===== src/rtl/hilo_muldiv_pkg.sv =====
// rtl/hilo_muldiv_pkg.sv - Shared op encodings, FSM states and counter sizing for the HI/LO mul/div unit.
package hilo_muldiv_pkg;

    localparam int HL_WIDTH = 32;

    localparam logic [2:0] OP_MULTU = 3'b000;
    localparam logic [2:0] OP_MULT  = 3'b001;
    localparam logic [2:0] OP_DIVU  = 3'b010;
    localparam logic [2:0] OP_DIV   = 3'b011;
    localparam logic [2:0] OP_MTHI  = 3'b100;
    localparam logic [2:0] OP_MTLO  = 3'b101;

    typedef enum logic [1:0] {
        IDLE = 2'd0,
        RUN  = 2'd1,
        FIN  = 2'd2
    } hl_state_e;

    // Wide enough to hold the iteration count WIDTH itself.
    function automatic int cnt_width(input int w);
        return $clog2(w + 1);
    endfunction

    function automatic logic is_muldiv(input logic [2:0] op);
        return (op[2] == 1'b0);
    endfunction

endpackage


===== src/rtl/hilo_signfix.sv =====
// rtl/hilo_signfix.sv - Combinational conditional two's-complement negate (absolute value / sign restore).
module hilo_signfix #(
    parameter int W = 32
) (
    input  logic [W-1:0] i_val,
    input  logic         i_neg,
    output logic [W-1:0] o_val
);

    assign o_val = i_neg ? (~i_val + {{(W-1){1'b0}}, 1'b1}) : i_val;

endmodule


===== src/rtl/hilo_muldiv.sv =====
// rtl/hilo_muldiv.sv - Multi-cycle shift-add multiply / restoring divide unit owning the HI and LO registers.
module hilo_muldiv
    import hilo_muldiv_pkg::*;
#(
    parameter int WIDTH = HL_WIDTH
) (
    input  logic             clk,
    input  logic             rst,
    input  logic             start,
    input  logic [2:0]       op,
    input  logic [WIDTH-1:0] A,
    input  logic [WIDTH-1:0] B,
    output logic             busy,
    output logic             done,
    output logic [WIDTH-1:0] HiOut,
    output logic [WIDTH-1:0] LoOut
);

    localparam int CW = cnt_width(WIDTH);

    hl_state_e          r_state;
    hl_state_e          w_state_next;
    logic [CW-1:0]      r_cnt;
    logic [2*WIDTH-1:0] r_acc;
    logic [WIDTH-1:0]   r_opb;
    logic               r_is_div;
    logic               r_neg_q;
    logic               r_neg_r;
    logic               r_divz;
    logic [WIDTH-1:0]   r_hi;
    logic [WIDTH-1:0]   r_lo;
    logic               r_done;

    logic               w_signed;
    logic               w_neg_a;
    logic               w_neg_b;
    logic [WIDTH-1:0]   w_abs_a;
    logic [WIDTH-1:0]   w_abs_b;
    logic [WIDTH:0]     w_sum;
    logic [WIDTH:0]     w_rem_sh;
    logic [WIDTH:0]     w_diff;
    logic               w_ge;
    logic [2*WIDTH-1:0] w_acc_step;
    logic [2*WIDTH-1:0] w_prod_fix;
    logic [WIDTH-1:0]   w_quot_fix;
    logic [WIDTH-1:0]   w_rem_fix;

    assign w_signed = op[0];
    assign w_neg_a  = w_signed & A[WIDTH-1];
    assign w_neg_b  = w_signed & B[WIDTH-1];

    hilo_signfix #(.W(WIDTH)) u_abs_a (.i_val(A), .i_neg(w_neg_a), .o_val(w_abs_a));
    hilo_signfix #(.W(WIDTH)) u_abs_b (.i_val(B), .i_neg(w_neg_b), .o_val(w_abs_b));

    hilo_signfix #(.W(2*WIDTH)) u_fix_prod (.i_val(r_acc), .i_neg(r_neg_q), .o_val(w_prod_fix));
    hilo_signfix #(.W(WIDTH)) u_fix_quot (.i_val(r_acc[WIDTH-1:0]), .i_neg(r_neg_q), .o_val(w_quot_fix));
    hilo_signfix #(.W(WIDTH)) u_fix_rem (.i_val(r_acc[2*WIDTH-1:WIDTH]), .i_neg(r_neg_r), .o_val(w_rem_fix));

    // Multiply: add multiplicand into the high half when the low bit is set, then shift right.
    assign w_sum = {1'b0, r_acc[2*WIDTH-1:WIDTH]} + (r_acc[0] ? {1'b0, r_opb} : {(WIDTH+1){1'b0}});

    // Divide: partial remainder lives in the high half, quotient bits shift into the low half.
    assign w_rem_sh = {r_acc[2*WIDTH-1:WIDTH], r_acc[WIDTH-1]};
    assign w_diff   = w_rem_sh - {1'b0, r_opb};
    assign w_ge     = (w_rem_sh >= {1'b0, r_opb});

    always_comb begin
        w_acc_step = r_acc;
        if (r_is_div) begin
            if (w_ge) begin
                w_acc_step = {w_diff[WIDTH-1:0], r_acc[WIDTH-2:0], 1'b1};
            end else begin
                w_acc_step = {w_rem_sh[WIDTH-1:0], r_acc[WIDTH-2:0], 1'b0};
            end
        end else begin
            w_acc_step = {w_sum, r_acc[WIDTH-1:1]};
        end
    end

    always_ff @(posedge clk) begin
        if (rst) begin
            r_state <= IDLE;
        end else begin
            r_state <= w_state_next;
        end
    end

    always_comb begin
        w_state_next = r_state;
        case (r_state)
            IDLE: if (start && is_muldiv(op)) w_state_next = RUN;
            RUN:  if (r_cnt == CW'(WIDTH - 1)) w_state_next = FIN;
            FIN:  w_state_next = IDLE;
            default: w_state_next = IDLE;
        endcase
    end

    always_ff @(posedge clk) begin
        if (rst) begin
            r_cnt    <= '0;
            r_acc    <= '0;
            r_opb    <= '0;
            r_is_div <= 1'b0;
            r_neg_q  <= 1'b0;
            r_neg_r  <= 1'b0;
            r_divz   <= 1'b0;
            r_hi     <= '0;
            r_lo     <= '0;
            r_done   <= 1'b0;
        end else begin
            r_done <= (r_state == FIN);
            case (r_state)
                IDLE: begin
                    if (start) begin
                        if (is_muldiv(op)) begin
                            r_acc    <= {{WIDTH{1'b0}}, w_abs_a};
                            r_opb    <= w_abs_b;
                            r_is_div <= op[1];
                            r_neg_q  <= w_neg_a ^ w_neg_b;
                            r_neg_r  <= w_neg_a;
                            r_divz   <= (B == '0);
                            r_cnt    <= '0;
                        end else if (op == OP_MTHI) begin
                            r_hi <= A;
                        end else if (op == OP_MTLO) begin
                            r_lo <= A;
                        end
                    end
                end
                RUN: begin
                    r_acc <= w_acc_step;
                    r_cnt <= r_cnt + CW'(1);
                end
                FIN: begin
                    if (r_is_div) begin
                        // A zero divisor leaves the dividend in the remainder, so HI already equals A.
                        r_hi <= w_rem_fix;
                        r_lo <= r_divz ? {WIDTH{1'b1}} : w_quot_fix;
                    end else begin
                        r_hi <= w_prod_fix[2*WIDTH-1:WIDTH];
                        r_lo <= w_prod_fix[WIDTH-1:0];
                    end
                end
                default: ;
            endcase
        end
    end

    assign busy  = (r_state != IDLE);
    assign done  = r_done;
    assign HiOut = r_hi;
    assign LoOut = r_lo;

endmodule


===== config.mk =====
export PLATFORM = sky130hd
export DESIGN_NAME = hilo_muldiv
export DESIGN_NICKNAME = d
export VERILOG_FILES = /design/src/rtl/hilo_muldiv_pkg.sv /design/src/rtl/hilo_signfix.sv /design/src/rtl/hilo_muldiv.sv
export SDC_FILE = /design/constraint.sdc
export NUM_CORES = 1
export LEC_CHECK = 0
export ABC_AREA = 1
export CAP_MARGIN = 20
export CORE_ASPECT_RATIO = 1.75
export CORE_UTILIZATION = 47
export DETAILED_ROUTE_END_ITERATION = 6
export PLACE_DENSITY_LB_ADDON = 0.3
export SYNTH_ARGS = -nofsm -noshare
export SYNTH_HDL_FRONTEND = slang
export SYNTH_SLANG_ARGS = --single-unit

===== constraint.sdc =====
create_clock -name clk -period 5.2 [get_ports clk]
set_clock_uncertainty 0.05 [all_clocks]
set_input_delay 1.56 -clock clk [delete_from_list [all_inputs] [get_ports clk]]
set_output_delay 1.56 -clock clk [all_outputs]
set_load 0.02 [all_outputs]

==> metrics.yaml, run 1 <==
outcome: "aborted with a tool error"
lastStage: "global routing"
error_line: "[ERROR GRT-0116] Global routing finished with congestion. Check the congestion regions in the DRC Viewer."
cts_buffers: 17
cts_repair_resize_count: 0
die-width_um: 148
cts.hold.buffers_added: 0
clock_sinks: 173
gp_congestion: 1.08
syn_nets: 3308
grt_pass1_vias: 23400
port_buffers: 135
cts_setup_buffers: 0
syn_inst: 3167
clock_path_buffers: 2
postSynth.asyncResetShare_pct: 0
synth_edf_count: 0
synth_warnings: 0
cts-root-buf: "clkbuf_16"
die_y_um: 257
synth_seq_cells: 173
grt_pass1_wl_mm: 154
htree_levels: 4
start_util_pct: 47.5
dp_hpwl_mm: 73.1
yosys.cell_types.count: 48
ios: 136
grt-ovfl-total: 1
netlist_area_um2: 17500
avgSynthCellArea_um2: 5.52
rows: 93
synth_ff_type: "dfxtp_1"
grt_usage_pct: 55.2
grt_max_degree: 79
yosysSeqAreaShare_pct: 19.8
## cell families after synthesis
family	Yosys count	synth area share, %
AOI/OAI and AO/OA	663	20.1
xor gates and xnor gates	50	2.51
adders and majority gates	71	5.17
buffers and inverters	569	12.6
DFF	173	19.8
and+or+nand+nor	1641	39.8
## metal layers
layer  track usage [%]  overflow
met5                 0         0
met1              50.9         0
met4              59.9         0
met3              23.0         0
met2              87.6         1
## Yosys cell counts (7+ instances only)
master    instances  area share (%)
nand2_1         852              18
inv_1           435             9.3
nor2_1          351             7.5
o21ai_0         299             8.6
nand3_1         287             8.2
a21oi_1         268             7.7
dfxtp_1         173              20
clkbuf_1         87             1.9
ha_1             69             4.9
xor2_1           41             2.1
nand4_1          40             1.4
a31oi_1          36             1.3
nor3_1           36             1.0
buf_2            18            0.52
nand3b_1         16            0.69
o21bai_1         14            0.60
o211ai_1         11            0.47
buf_1            10            0.21
inv_2            10            0.21
nand2_2          10            0.36
or2_2            10            0.36
and2_1            9            0.32
xnor2_1           9            0.45
nor2_2            7            0.25
## per-stage QoR
step                setup WS [ps]  hold slack [ps]  util [%]  std cells  cell area (um^2)
floorplan                    2120              396         -       3167             17500
global placement              903              409      52.0       3682             19100
detailed placement            968              421      52.0       3682             19100
CTS                          1430              434      53.7       3714             19800
==> run 2, diff against run 1 <==
Settings changed: CORE_ASPECT_RATIO 1.75 to not set, CORE_UTILIZATION 47 to 32, PLACE_DENSITY_LB_ADDON 0.3 to 0.15.
==> run 2 against run 1 <==
  * The flow now finishes without violations
  * Synthesized cell count unchanged
  * Area after synthesis is the same
==> metrics.yaml, run 2 <==
outcome: "completed"
cp-end-kind: "flop"
clock_path_buffers: 2
vias: 21300
critPathMaxStageDelay_ps: 750
vdd_ir_drop_max_mv: 0.288
layout_common_cells: "851 x nand2_1, 433 x inv_1, 350 x nor2_1"
cts_buffers: 17
crit_buf_inv: 3
multiInputGateArea_um2: 11800
dpl_worst_slack_ps: 951
viasPerCell: 5.40
drv_slew: 0
clk_pin_slew_ps: 80
grt_pass1_vias: 19800
layout.filler_cells: 6055
grt-ovfl-total: 0
clock_sinks: 173
nets: 3371
synth_ff_type: "dfxtp_1"
yosysMostFrequentCell: "nand2_1"
grt_usage_pct: 30.7
drc: 0
port_buffers: 135
yosysSeqAreaShare_pct: 19.8
p_per_area_nw_per_um2: 234
period_share_pct: 72.0
finalSetupTns_ps: 0
crit_required_ps: 5550
gp_congestion: 0.955
setup_violations: 0
cts-root-buf: "clkbuf_16"
synthTopCellsByCount: "852 x nand2_1, 435 x inv_1, 351 x nor2_1"
drtPass1Iterations: 6
routedWlPerCell_um: 21.9
postSynth.asyncResetShare_pct: 0
ios: 136
synth_top_area_share_pct: 19.8
wirelength_mm: 86.2
critPathTopFamily: "buffers and inverters"
die_area_um2: 55500
worst_slack_ps: 1460
cts.hold.buffers_added: 0
startpoint_type: "input port"
cts_setup_buffers: 0
antenna_left: 0
syn_nets: 3308
worstPathCellList: "clkdlybuf4s50_1 -> nand2_1 -> inv_1 -> o21ai_0 -> xor2_1 -> o21ai_0 -> inv_1"
die_y_um: 236
drive_gt1_share_pct: 3.98
yosys.cell_types.count: 48
drv_cap: 0
cp.arrival_ps: 4090
regArea_um2: 3470
tritoncts: "done"
worst_pin_slew_ps: 930
htree_levels: 4
critPathSlowestCell: "clkdlybuf4s50_1"
synth_seq_cells: 173
grt_pass1_wl_mm: 128
ys_top_cells_by_area: "dfxtp_1 20%, nand2_1 18%, inv_1 9.3%"
die-width_um: 236
fmax_mhz: 267
avgSynthCellArea_um2: 5.52
syn_inst: 3167
synth_largest_area_cell: "dfxtp_1"
dp_hpwl_mm: 69.1
slew_headroom_pct: 37.4
core_area_um2: 53900
synth_edf_count: 0
clk_latency_ps: 510
cts_repair_resize_count: 0
largest_register_ffs: 64
p_leak_nw: 9.64
start_util_pct: 32.4
synth_warnings: 0
final_hold_viol_count: 0
critical_path_class: "in -> reg"
grt_max_degree: 103
initialDrtViolationCount: 2006
path_max_fanout: 21
largest_register: "r_acc"
grt_setup_unrepaired: "no"
syn_to_final_growth_pct: 15.1
rows: 85
period_needed_ps: 3740
netlist_area_um2: 17500
hp-class: "reg -> reg"
antenna_found_initial: 2
final_common_cell: "nand2_1"
==> run 2: cell counts after synthesis <==
No cell type changed its count.
==> run 2: final cells by class <==
| type | instances | area share (%) |
|---|---|---|
| well taps | 696 | 4.33 |
| multi-input cells | 2425 | 58.8 |
| clock inverters | 15 | 1.11 |
| flip-flops and latches | 173 | 17.2 |
| diodes | 1 | 0.0124 |
| clock buffers | 17 | 2.11 |
| inverters | 447 | 8.35 |
| repair buffers | 166 | 8.03 |
==> run 2: kinds of logic after synthesis <==
family,after synthesis,share of synthesized area (%)
and+or+nand+nor,1641,39.8
adders and majority gates,71,5.17
buffers and inverters,569,12.6
xor gates and xnor gates,50,2.51
AOI/OAI and AO/OA,663,20.1
DFF,173,19.8
==> run 2: routing by layer <==
| metal | global-route usage [%] | vias up | wire, um |
|---|---|---|---|
| met4 | 13.1 | 2 | 3510 |
| met5 | 0 | - | 13 |
| li1 | - | 10400 | - |
| met3 | 5.49 | 128 | 5510 |
| met2 | 49.7 | 760 | 39500 |
| met1 | 40.0 | 9964 | 37700 |
==> run 2: tightest hold or removal path, delay by kind of cell, from the launching register on <==
kind / cells / cell delay, ps
flops: 1 / 330
simple gates: 1 / 60
compound gates: 1 / 50
==> run 2: worst paths after layout <==
kind / startpoint / to / slack [ps] / depth (start not counted)
hold / removal: r_cnt[1]$_SDFFE_PP0P_ / r_cnt[1]$_SDFFE_PP0P_ / 440 / 2
setup / recovery: op[0] / r_opb[16]$_SDFFE_PP0P_ / 1460 / 7
setup reg to reg: r_acc[0]$_SDFFE_PP0P_ / r_acc[61]$_SDFFE_PP0P_ / 1670 / 17
hold reg to reg: r_cnt[1]$_SDFFE_PP0P_ / r_cnt[1]$_SDFFE_PP0P_ / 440 / 2
==> run 2: power breakdown <==
group | total (W) | internal, W | switching [W] | leakage, nW
registers | 0.00153 | 0.00140 | 0.000127 | 1.41
logic | 0.00169 | 0.000514 | 0.00118 | 7.91
clock network | 0.00149 | 0.000784 | 0.000703 | 0.314
total | 0.00471 | 0.00270 | 0.00201 | 9.64
==> run 2: metrics by stage <==
stage / instance area, um^2 / total power (W) / utilization, % / cells / hold slack (ps)
after global placement: 19500 / 0.00322 / 36.1 / 3907 / 417
after floorplan: 17500 / 0.00260 / - / 3167 / 396
after CTS: 20100 / 0.00470 / 37.3 / 3939 / 442
after global routing: 20100 / 0.00495 / 37.3 / 3939 / 466
final: 20100 / 0.00471 / 37.3 / 3940 / 438
after detailed placement: 19500 / 0.00322 / 36.1 / 3907 / 429
Note: power is estimated with default switching activity, not from simulation.
